===== src/rtl/switch_pattern_decoder_pkg.sv =====
// Shared switch/LED pattern constants: vector widths, special codes and the
// step-index <-> one-hot mapping used by both the LED sequencer and this decoder.
package switch_pattern_decoder_pkg;

   localparam int SW_W      = 8;
   localparam int CODE_W    = 4;
   localparam int NUM_STEPS = 8;

   localparam logic [CODE_W-1:0] CODE_ALL_OFF = 4'd8;
   localparam logic [CODE_W-1:0] CODE_ALL_ON  = 4'd9;
   localparam logic [CODE_W-1:0] CODE_INVALID = 4'd15;

   // Step 0 lights the leftmost LED (bit 7); element 0 is the rightmost entry.
   localparam logic [NUM_STEPS-1:0][SW_W-1:0] STEP_PATTERN = {
      8'h01, 8'h02, 8'h04, 8'h08, 8'h10, 8'h20, 8'h40, 8'h80
   };

   function automatic logic [SW_W-1:0] step_pattern(input logic [CODE_W-1:0] step);
      logic [SW_W-1:0] pat;
      pat = '0;
      for (int i = 0; i < NUM_STEPS; i++) begin
         if (step == CODE_W'(i)) pat = STEP_PATTERN[i];
      end
      return pat;
   endfunction

   function automatic logic [CODE_W-1:0] decode_pattern(input logic [SW_W-1:0] level);
      logic [CODE_W-1:0] code;
      code = CODE_INVALID;
      if (level == '0) begin
         code = CODE_ALL_OFF;
      end else if (level == '1) begin
         code = CODE_ALL_ON;
      end else begin
         for (int i = 0; i < NUM_STEPS; i++) begin
            if (level == STEP_PATTERN[i]) code = CODE_W'(i);
         end
      end
      return code;
   endfunction

endpackage


===== src/rtl/switch_debounce_bit.sv =====
// One switch: 2-FF synchronizer, tick-qualified stability counter, debounced
// level with single-cycle rise/fall pulses registered alongside the flip.
module switch_debounce_bit #(
   parameter int STABLE_COUNT = 8
) (
   input  logic clk,
   input  logic rst,
   input  logic tick,
   input  logic raw,
   output logic level,
   output logic rise,
   output logic fall
);

   localparam int CNT_W = $clog2(STABLE_COUNT);
   localparam logic [CNT_W-1:0] CNT_LAST = CNT_W'(STABLE_COUNT - 1);

   logic             sync_p0;
   logic             sync_p1;
   logic [CNT_W-1:0] cnt;

   always_ff @(posedge clk or posedge rst) begin
      if (rst) begin
         sync_p0 <= 1'b0;
         sync_p1 <= 1'b0;
         cnt     <= '0;
         level   <= 1'b0;
         rise    <= 1'b0;
         fall    <= 1'b0;
      end else begin
         sync_p0 <= raw;
         sync_p1 <= sync_p0;
         rise    <= 1'b0;
         fall    <= 1'b0;
         if (tick) begin
            // Any agreeing sample restarts qualification, so glitches never accumulate.
            if (sync_p1 != level) begin
               if (cnt == CNT_LAST) begin
                  level <= ~level;
                  cnt   <= '0;
                  rise  <= ~level;
                  fall  <= level;
               end else begin
                  cnt <= cnt + CNT_W'(1);
               end
            end else begin
               cnt <= '0;
            end
         end
      end
   end

endmodule


===== src/rtl/switch_pattern_decoder.sv =====
// Debounces the 8 slide switches, decodes the stable vector to an LED step
// index and reports each change as a valid/ack event with sticky overflow.
module switch_pattern_decoder
   import switch_pattern_decoder_pkg::*;
#(
   parameter int TICK_DIV     = 50_000,
   parameter int STABLE_COUNT = 8
) (
   input  logic              Clk_50MHz,
   input  logic              Reset_Onboard,
   input  logic [SW_W-1:0]   Switch_Input,
   output logic [SW_W-1:0]   Sw_Level,
   output logic [SW_W-1:0]   Sw_Rise,
   output logic [SW_W-1:0]   Sw_Fall,
   output logic [CODE_W-1:0] Pattern_Code,
   output logic              Code_Valid,
   output logic              Event_Valid,
   output logic [SW_W-1:0]   Event_Vector,
   output logic [CODE_W-1:0] Event_Code,
   input  logic              Event_Ack,
   output logic              Event_Overflow,
   input  logic              Overflow_Clear
);

   localparam int PRE_W = $clog2(TICK_DIV);
   localparam logic [PRE_W-1:0] PRE_LAST = PRE_W'(TICK_DIV - 1);

   logic [PRE_W-1:0]  pre_cnt;
   logic              tick;
   logic              capture;
   logic [CODE_W-1:0] decode_next;

   always_ff @(posedge Clk_50MHz or posedge Reset_Onboard) begin
      if (Reset_Onboard) begin
         pre_cnt <= '0;
      end else if (pre_cnt == PRE_LAST) begin
         pre_cnt <= '0;
      end else begin
         pre_cnt <= pre_cnt + PRE_W'(1);
      end
   end

   assign tick = (pre_cnt == PRE_LAST);

   for (genvar i = 0; i < SW_W; i++) begin : g_bit
      switch_debounce_bit #(
         .STABLE_COUNT(STABLE_COUNT)
      ) u_debounce (
         .clk  (Clk_50MHz),
         .rst  (Reset_Onboard),
         .tick (tick),
         .raw  (Switch_Input[i]),
         .level(Sw_Level[i]),
         .rise (Sw_Rise[i]),
         .fall (Sw_Fall[i])
      );
   end

   assign decode_next = decode_pattern(Sw_Level);
   assign capture     = |(Sw_Rise | Sw_Fall);

   // Decode stage: follows Sw_Level by one clock.
   always_ff @(posedge Clk_50MHz or posedge Reset_Onboard) begin
      if (Reset_Onboard) begin
         Pattern_Code <= CODE_ALL_OFF;
         Code_Valid   <= 1'b1;
      end else begin
         Pattern_Code <= decode_next;
         Code_Valid   <= (decode_next != CODE_INVALID);
      end
   end

   // Event stage: snapshot taken on the edge that also registers the decode.
   always_ff @(posedge Clk_50MHz or posedge Reset_Onboard) begin
      if (Reset_Onboard) begin
         Event_Valid    <= 1'b0;
         Event_Vector   <= '0;
         Event_Code     <= '0;
         Event_Overflow <= 1'b0;
      end else begin
         if (capture) begin
            if (!Event_Valid || Event_Ack) begin
               Event_Vector <= Sw_Level;
               Event_Code   <= decode_next;
               Event_Valid  <= 1'b1;
            end
         end else if (Event_Valid && Event_Ack) begin
            Event_Valid <= 1'b0;
         end
         // A fresh drop beats a simultaneous clear.
         if (capture && Event_Valid && !Event_Ack) begin
            Event_Overflow <= 1'b1;
         end else if (Overflow_Clear) begin
            Event_Overflow <= 1'b0;
         end
      end
   end

endmodule


===== config.mk =====
export PLATFORM = sky130hd
export DESIGN_NAME = switch_pattern_decoder
export DESIGN_NICKNAME = d
export VERILOG_FILES = /design/src/rtl/switch_pattern_decoder_pkg.sv /design/src/rtl/switch_debounce_bit.sv /design/src/rtl/switch_pattern_decoder.sv
export SDC_FILE = /design/constraint.sdc
export NUM_CORES = 1
export LEC_CHECK = 0
export CAP_MARGIN = 0
export CORE_MARGIN = 3
export CORE_UTILIZATION = 55
export DETAILED_ROUTE_END_ITERATION = 12
export PLACE_DENSITY = 0.79
export SYNTH_ARGS = -nofsm -noshare
export SYNTH_HDL_FRONTEND = slang
export SYNTH_HIERARCHICAL = 1
export SYNTH_SLANG_ARGS = --single-unit

===== constraint.sdc =====
create_clock -name Clk_50MHz -period 2.89 [get_ports Clk_50MHz]
set_input_delay 0.578 -clock Clk_50MHz [delete_from_list [all_inputs] [get_ports Clk_50MHz]]
set_output_delay 0.578 -clock Clk_50MHz [all_outputs]
set_load 0.05 [all_outputs]

==> impl_metrics.toml <==
[worst_setup_path]
critical_path_required_ns = 2.31
crit_type = "register to output port"
cp.arrival_ns = 1.92
slowest_delay_ns = 0.90
path_cells = "clkdlybuf4s50_1"
critPathBufInv = 1
cp_top_family = "buffers and inverters"
end_kind = "output port"
start_kind = "register"
critPathSlowestCell = "clkdlybuf4s50_1"
cp_max_fo = 14

[yosys]
synth_seq_cells = 99
async_flop_share = 1.00
synth_ff_type = "dfrtp_1"
syn_inst = 373
synth_top_area_cell = "dfrtp_1"
syn_area_um2 = 4360
synthesis.nets = 410
synth-edff-count = 0
synth_area_per_cell_um2 = 11.7
synth_top_cell_area_share = 0.557
yosys-top-cells-area = "dfrtp_1, ha_1, nand2_1"
synth_cell_types = 43
ys_warn_count = 6
ys_seq_area_frac = 0.569

[route]
first_iter_violations = 122
firstDrtPassIters = 4
wire_per_inst_um = 15.1
ant_nets = 0
via_per_inst = 5.39
wl_um = 8080
num_vias = 2881
drc = 0

[finish]
final_common_cell = "dfrtp_1"
nFillCells = 568
stdcell_count = 535
layout_common_cells = "dfrtp_1, clkdlybuf4s50_1, nand2_1"
n_antenna_cell = 0
drive_gt1_frac = 0.0803
nets = 468
area_growth_pct = 18.9

[pwr]
switching_power_uw = 535
ir_worst_vdd_mv = 0.345
power.leakage_nw = 2.39
sequentialPowerShare = 0.616
powerDensity_nw_per_um2 = 439
p_sw_frac = 0.235
clock_power_share = 0.359
p_comb_frac = 0.025
internal_power_mw = 1.74

[place]
dp_hpwl_um = 5870
gp_congestion = 0.781
placedCellCount = 519
portBuffers = 54
dp_worst_setup_slack_ns = 0.704

[timing]
period_needed_ns = 2.50
final-hold-violation-count = 0
relSlewSlack = 0.656
setup_viol = 0
layout_worst_path_cycle_share = 0.865
fin_ws_ns = 0.391
max_freq_mhz = 400
rsz0062_at_grt = "false"
timing.hold.ws_ns = 0.356
worst_pin_slew_ns = 0.515
fin_skew_ns = 0.0115
drv_slew = 0
tns_ns = 0

[cts]
cts_resized = 0
cts_hold_buf = 0
cts_root_buf = "clkbuf_8"
postCtsSetupBuffers = 0
numCtsBuffers = 9
cts_buffer_depth = 2
cts_tree = "built"
clk_pin_slew_ns = 0.10
htreeDepth = 3
cts.sinks = 99
clock_latency_ns = 0.36

[floorplanning]
ioPinCount = 55
rows = 31
core_area_um2 = 7490
initial_core_util = 0.582
dieWidth_um = 95.0
dieArea_um2 = 9030
dieHeight_um = 95.0

[global_routing]
grt_max_degree = 72
grt_use_total = 0.196
antenna_found_initial = 0
grt_pass1_vias = 2871
grt-ovfl-total = 0
grt_pass1_wl_um = 13600

[status]
run_status = "finished, final reports clean"

[min_path]
hold_path_class = "register to register"

[flow_run]
maxCapViolations = 0
[metrics by stage]
step	area (um^2)	util	total power [mW]
global route	5180	0.693	2.38
floorplan	4360	-	1.46
finish	5180	0.693	2.28
CTS	5180	0.693	2.31
global placement	5000	0.668	1.49
detailed placement	5000	0.668	1.49
[synthesized netlist by cell type, types with 2 or more instances]
master and number:
o22ai_1 25, buf_6 2, clkbuf_2 8, nand3_1 6, inv_1 35, nor2b_1 4, mux2_1 10, mux2_2 9
dfstp_2 2, dfrtp_1 97, buf_2 2, and3_1 2, nor4b_1 2, nand2b_1 3, o21ai_0 3, or3b_1 8
o41ai_1 2, ha_1 25, nor3_1 5, nor3b_1 17, nand2_1 42, nor4_1 6, nor2_1 14, xor2_1 6
and4_1 3, a21oi_1 3, xnor2_1 14, nand4_1 3
[path summary, 6_finish.rpt]
kind | from | end | slack, ns | cells past startpoint
max | g_bit[5].u_debounce/level | Sw_Level[5] | 0.39 | 1
min | g_bit[3].u_debounce/sync_p0 | g_bit[3].u_debounce/sync_p1 | 0.36 | 0
max reg2reg | pre_cnt[11] | g_bit[4].u_debounce/cnt[0] | 0.63 | 6
min reg2reg | g_bit[3].u_debounce/sync_p0 | g_bit[3].u_debounce/sync_p1 | 0.36 | 0
max in group asynchronous | Reset_Onboard | Code_Valid | 1.63 | 3
min in group asynchronous | Reset_Onboard | g_bit[7].u_debounce/sync_p0 | 0.79 | 2
[state kept, by name (all words and copies together) (netlist names), 4 cells and up]
register and count:
pre_cnt 16, g_bit.u_debounce/fall 8, g_bit.u_debounce/sync_p0 8, g_bit.u_debounce/level 8
Event_Vector 8, Pattern_Code 4, Event_Code 4, g_bit.u_debounce/cnt 24
g_bit.u_debounce/rise 8, g_bit.u_debounce/sync_p1 8
[area by class of cell]
class | instances | area [um^2] | area share
multi-input cells | 227 | 1680 | 0.323
inverters | 35 | 131 | 0.0253
well taps | 99 | 124 | 0.0239
clock inverters | 7 | 58.8 | 0.0113
clock buffers | 9 | 124 | 0.0239
repair buffers | 59 | 591 | 0.114
flip-flops and latches | 99 | 2480 | 0.478
[per-layer routing]
layer,vias to the layer above,part of all wire,global-route usage,wire length [um]
li1,1396,-,-,-
met1,1425,0.44,0.255,3560
met2,53,0.51,0.330,4150
met3,7,0.033,0.0466,268
met4,0,0.013,0.0565,104
met5,-,0,0,0
[cells by family (layout without fill, tap and decap cells)]
family | after synthesis | count (layout) | synth area share
AOI/OAI and AO/OA | 40 | 40 | 0.0597
muxes | 19 | 19 | 0.0491
buffers and inverters | 47 | 110 | 0.0468
adders and majority gates | 26 | 26 | 0.0740
xor gates and xnor gates | 20 | 20 | 0.0402
DFF | 99 | 99 | 0.569
and+or+nand+nor | 122 | 122 | 0.162
[power by group through the flow]
stage	Combinational, mW	Sequential, mW	Clock (mW)
after floorplan	0.0313	1.43	0
after global placement	0.0572	1.43	0
after detailed placement	0.0585	1.43	0
after CTS	0.0592	1.40	0.847
after global routing	0.0649	1.40	0.908
final	0.0562	1.40	0.817
Note: power is estimated with default switching activity, not from simulation.
